[config.mk]
export PLATFORM = sky130hd
export DESIGN_NAME = writeback_stage
export DESIGN_NICKNAME = d
export VERILOG_FILES = /design/src/rtl/writeback_stage_pkg.sv /design/src/rtl/wb_vec_serializer.sv /design/src/rtl/writeback_stage.sv
export SDC_FILE = /design/constraint.sdc
export NUM_CORES = 1
export LEC_CHECK = 0
export CAP_MARGIN = 5
export CORE_AREA = 2 2 125 127
export DETAILED_ROUTE_END_ITERATION = 12
export DIE_AREA = 0 0 127 129
export HOLD_SLACK_MARGIN = 0.15
export PLACE_DENSITY = 0.73
export SYNTH_ARGS = -nofsm -noshare
export SYNTH_HDL_FRONTEND = slang
export SYNTH_HIERARCHICAL = 1
export SYNTH_SLANG_ARGS = --single-unit
[constraint.sdc]
create_clock -name I_CLOCK -period 2.09 [get_ports I_CLOCK]
set_input_delay 0.627 -clock I_CLOCK [delete_from_list [all_inputs] [get_ports I_CLOCK]]
set_output_delay 0.627 -clock I_CLOCK [all_outputs]
set_load 0.01 [all_outputs]
[src/rtl/writeback_stage_pkg.sv]
// ============================================================================
// writeback_stage_pkg : shared widths and writeback state encoding
// Revision: 1.0
// ============================================================================
`default_nettype none

package writeback_stage_pkg;

    localparam int REG_W      = 16;
    localparam int LANES      = 4;
    localparam int LANE_W     = 16;
    localparam int VREG_ID_W  = 6;
    localparam int CNT_W      = 32;
    localparam int VEC_W      = LANES * LANE_W;
    localparam int LANE_IDX_W = (LANES > 1) ? $clog2(LANES) : 1;

    typedef enum logic [0:0] {
        WB_IDLE  = 1'b0,
        WB_DRAIN = 1'b1
    } wb_state_t;

endpackage : writeback_stage_pkg

`default_nettype wire

[src/rtl/wb_vec_serializer.sv]
// ============================================================================
// wb_vec_serializer : splits one vector write into LANES single-lane writes
// Revision: 1.0
// ============================================================================
`default_nettype none

module wb_vec_serializer
    import writeback_stage_pkg::*;
(
    input  logic                  i_clk,
    input  logic                  i_rst_n,
    input  logic                  i_load,
    input  logic [VREG_ID_W-1:0]  i_idx,
    input  logic [VEC_W-1:0]      i_vec,
    output logic                  o_wen,
    output logic [VREG_ID_W-1:0]  o_idx,
    output logic [LANE_IDX_W-1:0] o_lane,
    output logic [LANE_W-1:0]     o_data,
    output logic                  o_stall
);

    localparam logic [LANE_IDX_W-1:0] c_last_lane = LANE_IDX_W'(LANES - 1);

    wb_state_t               r_state;
    wb_state_t               w_next_state;
    logic [VEC_W-1:0]        r_vec;
    logic [VREG_ID_W-1:0]    r_idx;
    logic [LANE_IDX_W-1:0]   r_lane;
    logic                    r_wen;
    logic [LANE_IDX_W-1:0]   r_out_lane;
    logic [LANE_W-1:0]       r_out_data;

    logic                    w_emit;
    logic [LANE_IDX_W-1:0]   w_emit_lane;
    logic [LANE_W-1:0]       w_emit_data;

    // Lane 0 goes straight from the input so the first write costs no extra cycle
    always_comb begin
        w_next_state = r_state;
        w_emit       = 1'b0;
        w_emit_lane  = '0;
        w_emit_data  = '0;
        case (r_state)
            WB_IDLE: begin
                if (i_load) begin
                    w_emit       = 1'b1;
                    w_emit_data  = i_vec[LANE_W-1:0];
                    w_next_state = WB_DRAIN;
                end
            end
            WB_DRAIN: begin
                w_emit      = 1'b1;
                w_emit_lane = r_lane;
                w_emit_data = r_vec[r_lane*LANE_W +: LANE_W];
                if (r_lane == c_last_lane) begin
                    w_next_state = WB_IDLE;
                end
            end
            default: w_next_state = WB_IDLE;
        endcase
    end

    always_ff @(negedge i_clk) begin
        if (!i_rst_n) begin
            r_state    <= WB_IDLE;
            r_vec      <= '0;
            r_idx      <= '0;
            r_lane     <= '0;
            r_wen      <= 1'b0;
            r_out_lane <= '0;
            r_out_data <= '0;
        end else begin
            r_state <= w_next_state;
            r_wen   <= w_emit;
            if (r_state == WB_IDLE && i_load) begin
                r_vec  <= i_vec;
                r_idx  <= i_idx;
                r_lane <= LANE_IDX_W'(1);
            end else if (r_state == WB_DRAIN) begin
                r_lane <= r_lane + 1'b1;
            end
            if (w_emit) begin
                r_out_lane <= w_emit_lane;
                r_out_data <= w_emit_data;
            end
        end
    end

    assign o_wen   = r_wen;
    assign o_idx   = r_idx;
    assign o_lane  = r_out_lane;
    assign o_data  = r_out_data;
    assign o_stall = (r_state == WB_DRAIN);

endmodule : wb_vec_serializer

`default_nettype wire

[src/rtl/writeback_stage.sv]
// ============================================================================
// writeback_stage : final pipeline stage driving scalar/vector RF and CC writes
// Optional retire counter built only when WB_RETIRE_CNT_EN is defined.
// Revision: 1.0
// ============================================================================
`default_nettype none

module writeback_stage
    import writeback_stage_pkg::*;
(
    input  logic                    I_CLOCK,
    input  logic                    I_LOCK,
    input  logic                    I_MEM_Valid,
    input  logic [7:0]              I_Opcode,
    input  logic [15:0]             I_PC,
    input  logic [3:0]              I_DestRegIdx,
    input  logic [REG_W-1:0]        I_DestValue,
    input  logic                    I_RegWEn,
    input  logic [VREG_ID_W-1:0]    I_DestVRegIdx,
    input  logic [VEC_W-1:0]        I_VecDestValue,
    input  logic                    I_VRegWEn,
    input  logic [2:0]              I_CCValue,
    input  logic                    I_CCWEn,
    output logic                    O_RegWEn,
    output logic [3:0]              O_WriteBackRegIdx,
    output logic [REG_W-1:0]        O_WriteBackData,
    output logic                    O_VRegWEn,
    output logic [VREG_ID_W-1:0]    O_VRegIdx,
    output logic [LANE_IDX_W-1:0]   O_VRegLane,
    output logic [LANE_W-1:0]       O_VRegLaneData,
    output logic                    O_CCWEn,
    output logic [2:0]              O_CCValue,
    output logic                    O_WBStall,
    output logic [15:0]             O_RetirePC,
    output logic [CNT_W-1:0]        O_RetireCount
);

    logic             w_stall;
    logic             w_accept;
    logic             r_reg_wen;
    logic [3:0]       r_wb_idx;
    logic [REG_W-1:0] r_wb_data;
    logic             r_cc_wen;
    logic [2:0]       r_cc;
    logic [15:0]      r_retire_pc;

    // Opcode is carried for debug visibility only
    logic w_unused_opcode;
    assign w_unused_opcode = &{1'b0, I_Opcode};

    assign w_accept = I_MEM_Valid && !w_stall;

    wb_vec_serializer u_vec_serializer (
        .i_clk   (I_CLOCK),
        .i_rst_n (I_LOCK),
        .i_load  (w_accept && I_VRegWEn),
        .i_idx   (I_DestVRegIdx),
        .i_vec   (I_VecDestValue),
        .o_wen   (O_VRegWEn),
        .o_idx   (O_VRegIdx),
        .o_lane  (O_VRegLane),
        .o_data  (O_VRegLaneData),
        .o_stall (w_stall)
    );

    always_ff @(negedge I_CLOCK) begin
        if (!I_LOCK) begin
            r_reg_wen   <= 1'b0;
            r_wb_idx    <= '0;
            r_wb_data   <= '0;
            r_cc_wen    <= 1'b0;
            r_cc        <= '0;
            r_retire_pc <= '0;
        end else begin
            r_reg_wen <= w_accept && I_RegWEn;
            r_cc_wen  <= w_accept && I_CCWEn;
            if (w_accept) begin
                r_wb_idx    <= I_DestRegIdx;
                r_wb_data   <= I_DestValue;
                r_cc        <= I_CCValue;
                r_retire_pc <= I_PC;
            end
        end
    end

`ifdef WB_RETIRE_CNT_EN
    logic [CNT_W-1:0] r_retire_cnt;

    always_ff @(negedge I_CLOCK) begin
        if (!I_LOCK) begin
            r_retire_cnt <= '0;
        end else if (w_accept) begin
            r_retire_cnt <= r_retire_cnt + 1'b1;
        end
    end

    assign O_RetireCount = r_retire_cnt;
`else
    assign O_RetireCount = '0;
`endif

    assign O_RegWEn          = r_reg_wen;
    assign O_WriteBackRegIdx = r_wb_idx;
    assign O_WriteBackData   = r_wb_data;
    assign O_CCWEn           = r_cc_wen;
    assign O_CCValue         = r_cc;
    assign O_WBStall         = w_stall;
    assign O_RetirePC        = r_retire_pc;

endmodule : writeback_stage

`default_nettype wire
==> reports/summary.txt <==
outcome: complete, but fails checks
failing checks: setup timing
distinct cell type count after synthesis: 30
final instance area: 10700 sq um
routed vias/inst: 5.01
Area after DPL: 7820 sq um
grt total ovfl: 0
GRT met3 Usage: 9.06%
die area: 16400 sq um
Initial DRT Pass Iterations: 4
# H-tree levels: 4
dominant cell type by area after synthesis: dfxtp_1
WL/cell: 17.9 microns
ratio of cells with drive above 1 in the final layout: 40.3%
final core utilization: 71.7%
CTS tree: built
Synth area leaders: dfxtp_1 (45%), mux2i_1 (15%), nand2_1 (14%)
Fill cells: 1013
Mean Syn Cell Area: 9.08 sq um
dpl ws: -1.11 ns
Starting Density: 39.3%
Core ar.: 15000 sq um
Layout Nets: 1135
# rows: 45
largest family of logic cells by synthesized area: simple AND/OR/NAND/NOR gates
synthesized area: 5880 sq um
Die H: 129 microns
Final Max Slew Viols: 0
worst hold path type: reg -> reg
crit path capture type: output pin
vias in the first global route: 6281
drt drc: 0
final clock skew: 0.0404 ns
CP max-delay cell: dfxtp_2
Tot GR Track Use: 24.0%
required time worst endpoint: 1.46 ns
via count: 6071
worst vdd ir: 0.620 mV
post-synthesis sequential area ratio: 45.3%
Post-Layout Cell Count: 1212
clock-pin slew on the worst setup and hold paths: 0.08 ns
Initial DRC Count: 360
max-cap viol count: 0
CP Buf/Inv Count: 1
Cells after DPL: 998
compound-cell area share of the yosys netlist: 13.1%
GRT Max-Usage Layer: met2
PortBufs: 181
Critical Path AT: 1.99 ns
CP Class: reg -> out
antenna cells: 0
unrepaired setup endpoints after global routing: yes
largest net degree at the start of global routing: 56
Post-Syn Instances: 648
crit-path cells: buf_6
crit-path max cell delay: 0.35 ns
XOR/XNOR Fraction of Synth Area: 0%
Top delay family on crit path: flip-flops
I/O Pins: 222
GR met1 Demand/Resource: 25.3%
Root Buffer: clkbuf_16
Layout area overhead: 82.4%
Post-Synth Adder-Cell Area: 0.213%
worst-path maximum fanout: 2
number of routed nets with antenna violations: 0
multiplexer area fraction after synthesis: 14.8%
met2 GRT Util: 40.9%
worst skew pair latency: 0.48 ns
setup ws final: -0.525 ns
area fraction of the dominant cell type after synthesis: 45.3%
total CTS buffers: 17
die extent in x: 127 microns
Hold Violations, Final: 0
Clock Sinks: 133
leakage dissipation: 4.94 nW
TNS Setup: -64.08 ns
Synth Area in Simple Gates: 16.0%
initial antenna violation count: 0
Power Density: 802 nW/um^2
Routed WL: 21700 microns
Hold Buf Count CTS: 0
GPL Wtd Cong: 0.788
Syn. warnings: 6
global-route wire length before repair: 30400 microns
# setup viols final: 159
Critical Path Source Type: flip-flop
clk buf depth: 2
hpwl dp: 10700 microns
synthesized flop and latch total: 133
-- registers in the layout, summed over array words and instances (netlist names) --
register,count
u_vec_serializer/r_vec,64
O_RetirePC,16
O_WriteBackData,16
u_vec_serializer/o_data,16
u_vec_serializer/o_idx,6
O_WriteBackRegIdx,4
O_CCValue,3
u_vec_serializer/o_lane,2
u_vec_serializer/r_lane,2
O_CCWEn,1
O_RegWEn,1
u_vec_serializer/o_stall,1
u_vec_serializer/o_wen,1
-- synthesized netlist by cell type --
library cell,instances
nor3_1,1
and2_2,1
clkbuf_2,1
nor3b_1,1
o21ai_1,7
conb_1,1
nand3b_2,1
dfxtp_1,133
a21oi_1,1
a22oi_1,1
a21boi_0,2
mux2i_1,87
ha_1,1
nor2_1,2
and3_2,2
a21boi_1,70
o21ai_0,9
o22a_1,16
nand2b_1,2
clkbuf_1,8
buf_2,20
buf_8,1
buf_4,37
buf_6,11
buf_12,3
nand2_1,221
nor2b_4,1
nand3_1,1
nor2b_1,4
inv_1,2
-- cells by family (layout without fill, tap and decap cells) --
kind of cell | count (synthesis) | count (layout)
compound gates | 106 | 106
fa+ha+maj | 1 | 1
buf+inv | 83 | 428
flops | 133 | 133
mux | 87 | 87
other cells | 1 | 32
simple gates | 237 | 237
-- worst register-to-register path: stages (launching register included) --
cell     delay (ns)
dfxtp_2        0.32
buf_4          0.20
nor2b_4        0.15
and2_4         0.16
buf_6          0.12
buf_12         0.11
buf_16         0.13
mux2i_1        0.24
o22a_1         0.19
o21ai_1        0.08
-- final timing paths --
path / end / cells past startpoint / from / slack (ns)
worst max-delay path: O_VRegLaneData[2] / 1 / u_vec_serializer/o_data[2] / -0.52
worst min-delay path: u_vec_serializer/o_idx[2] / 2 / u_vec_serializer/o_idx[2] / 0.46
worst max register to register: u_vec_serializer/o_data[14] / 9 / u_vec_serializer/o_stall / 0.29
worst min register to register: u_vec_serializer/o_idx[2] / 2 / u_vec_serializer/o_idx[2] / 0.46
-- metal layers --
metal | routed length [microns] | part of all wire, %
met1 | 8180 | 38
met2 | 11400 | 52
met3 | 1410 | 6.5
met4 | 728 | 3.4
met5 | 0 | 0
-- layout by cell type (no fill, tap or decap), drive strengths merged, types with 5 or more instances in the layout --
master,count
dfxtp,133
o21ai,16
nor2b,5
nand2,221
conb,32
o22a,16
clkbuf,20
clkdlybuf4s50,111
buf,148
inv,143
a21boi,72
mux2i,87
-- per-stage QoR --
stage / power (mW) / hold WS [ns]
2_1_floorplan: 3.75 / 0.434
3_3_place_gp: 4.17 / 0.440
3_5_place_dp: 4.18 / 0.444
4_1_cts: 8.42 / 0.448
5_1_grt: 9.09 / 0.468
6_report: 8.61 / 0.458
-- power breakdown --
part / switching, mW / leakage [nW] / internal [mW]
registers: 0.109 / 1.11 / 2.71
clock network: 2.06 / 1.02 / 2.26
logic: 0.627 / 2.81 / 0.835
total: 2.80 / 4.94 / 5.81
-- repair_timing --
item	4_1_cts	5_1_grt
pin swaps	123	102
gates resized for setup	538	135
gates cloned	17	3
endpoints found under the setup margin	200	186
buffers inserted	26	17
-- final cells by class --
type	count	area (sq um)	share of cell area, %
multi-input cells	463	3420	31.9
clock buffers	17	425	3.96
repair buffers	263	3210	29.9
clock inverters	148	693	6.46
flip-flops and latches	133	2750	25.6
well taps	188	235	2.19
No activity file was read; power rests on OpenSTA's default activity.
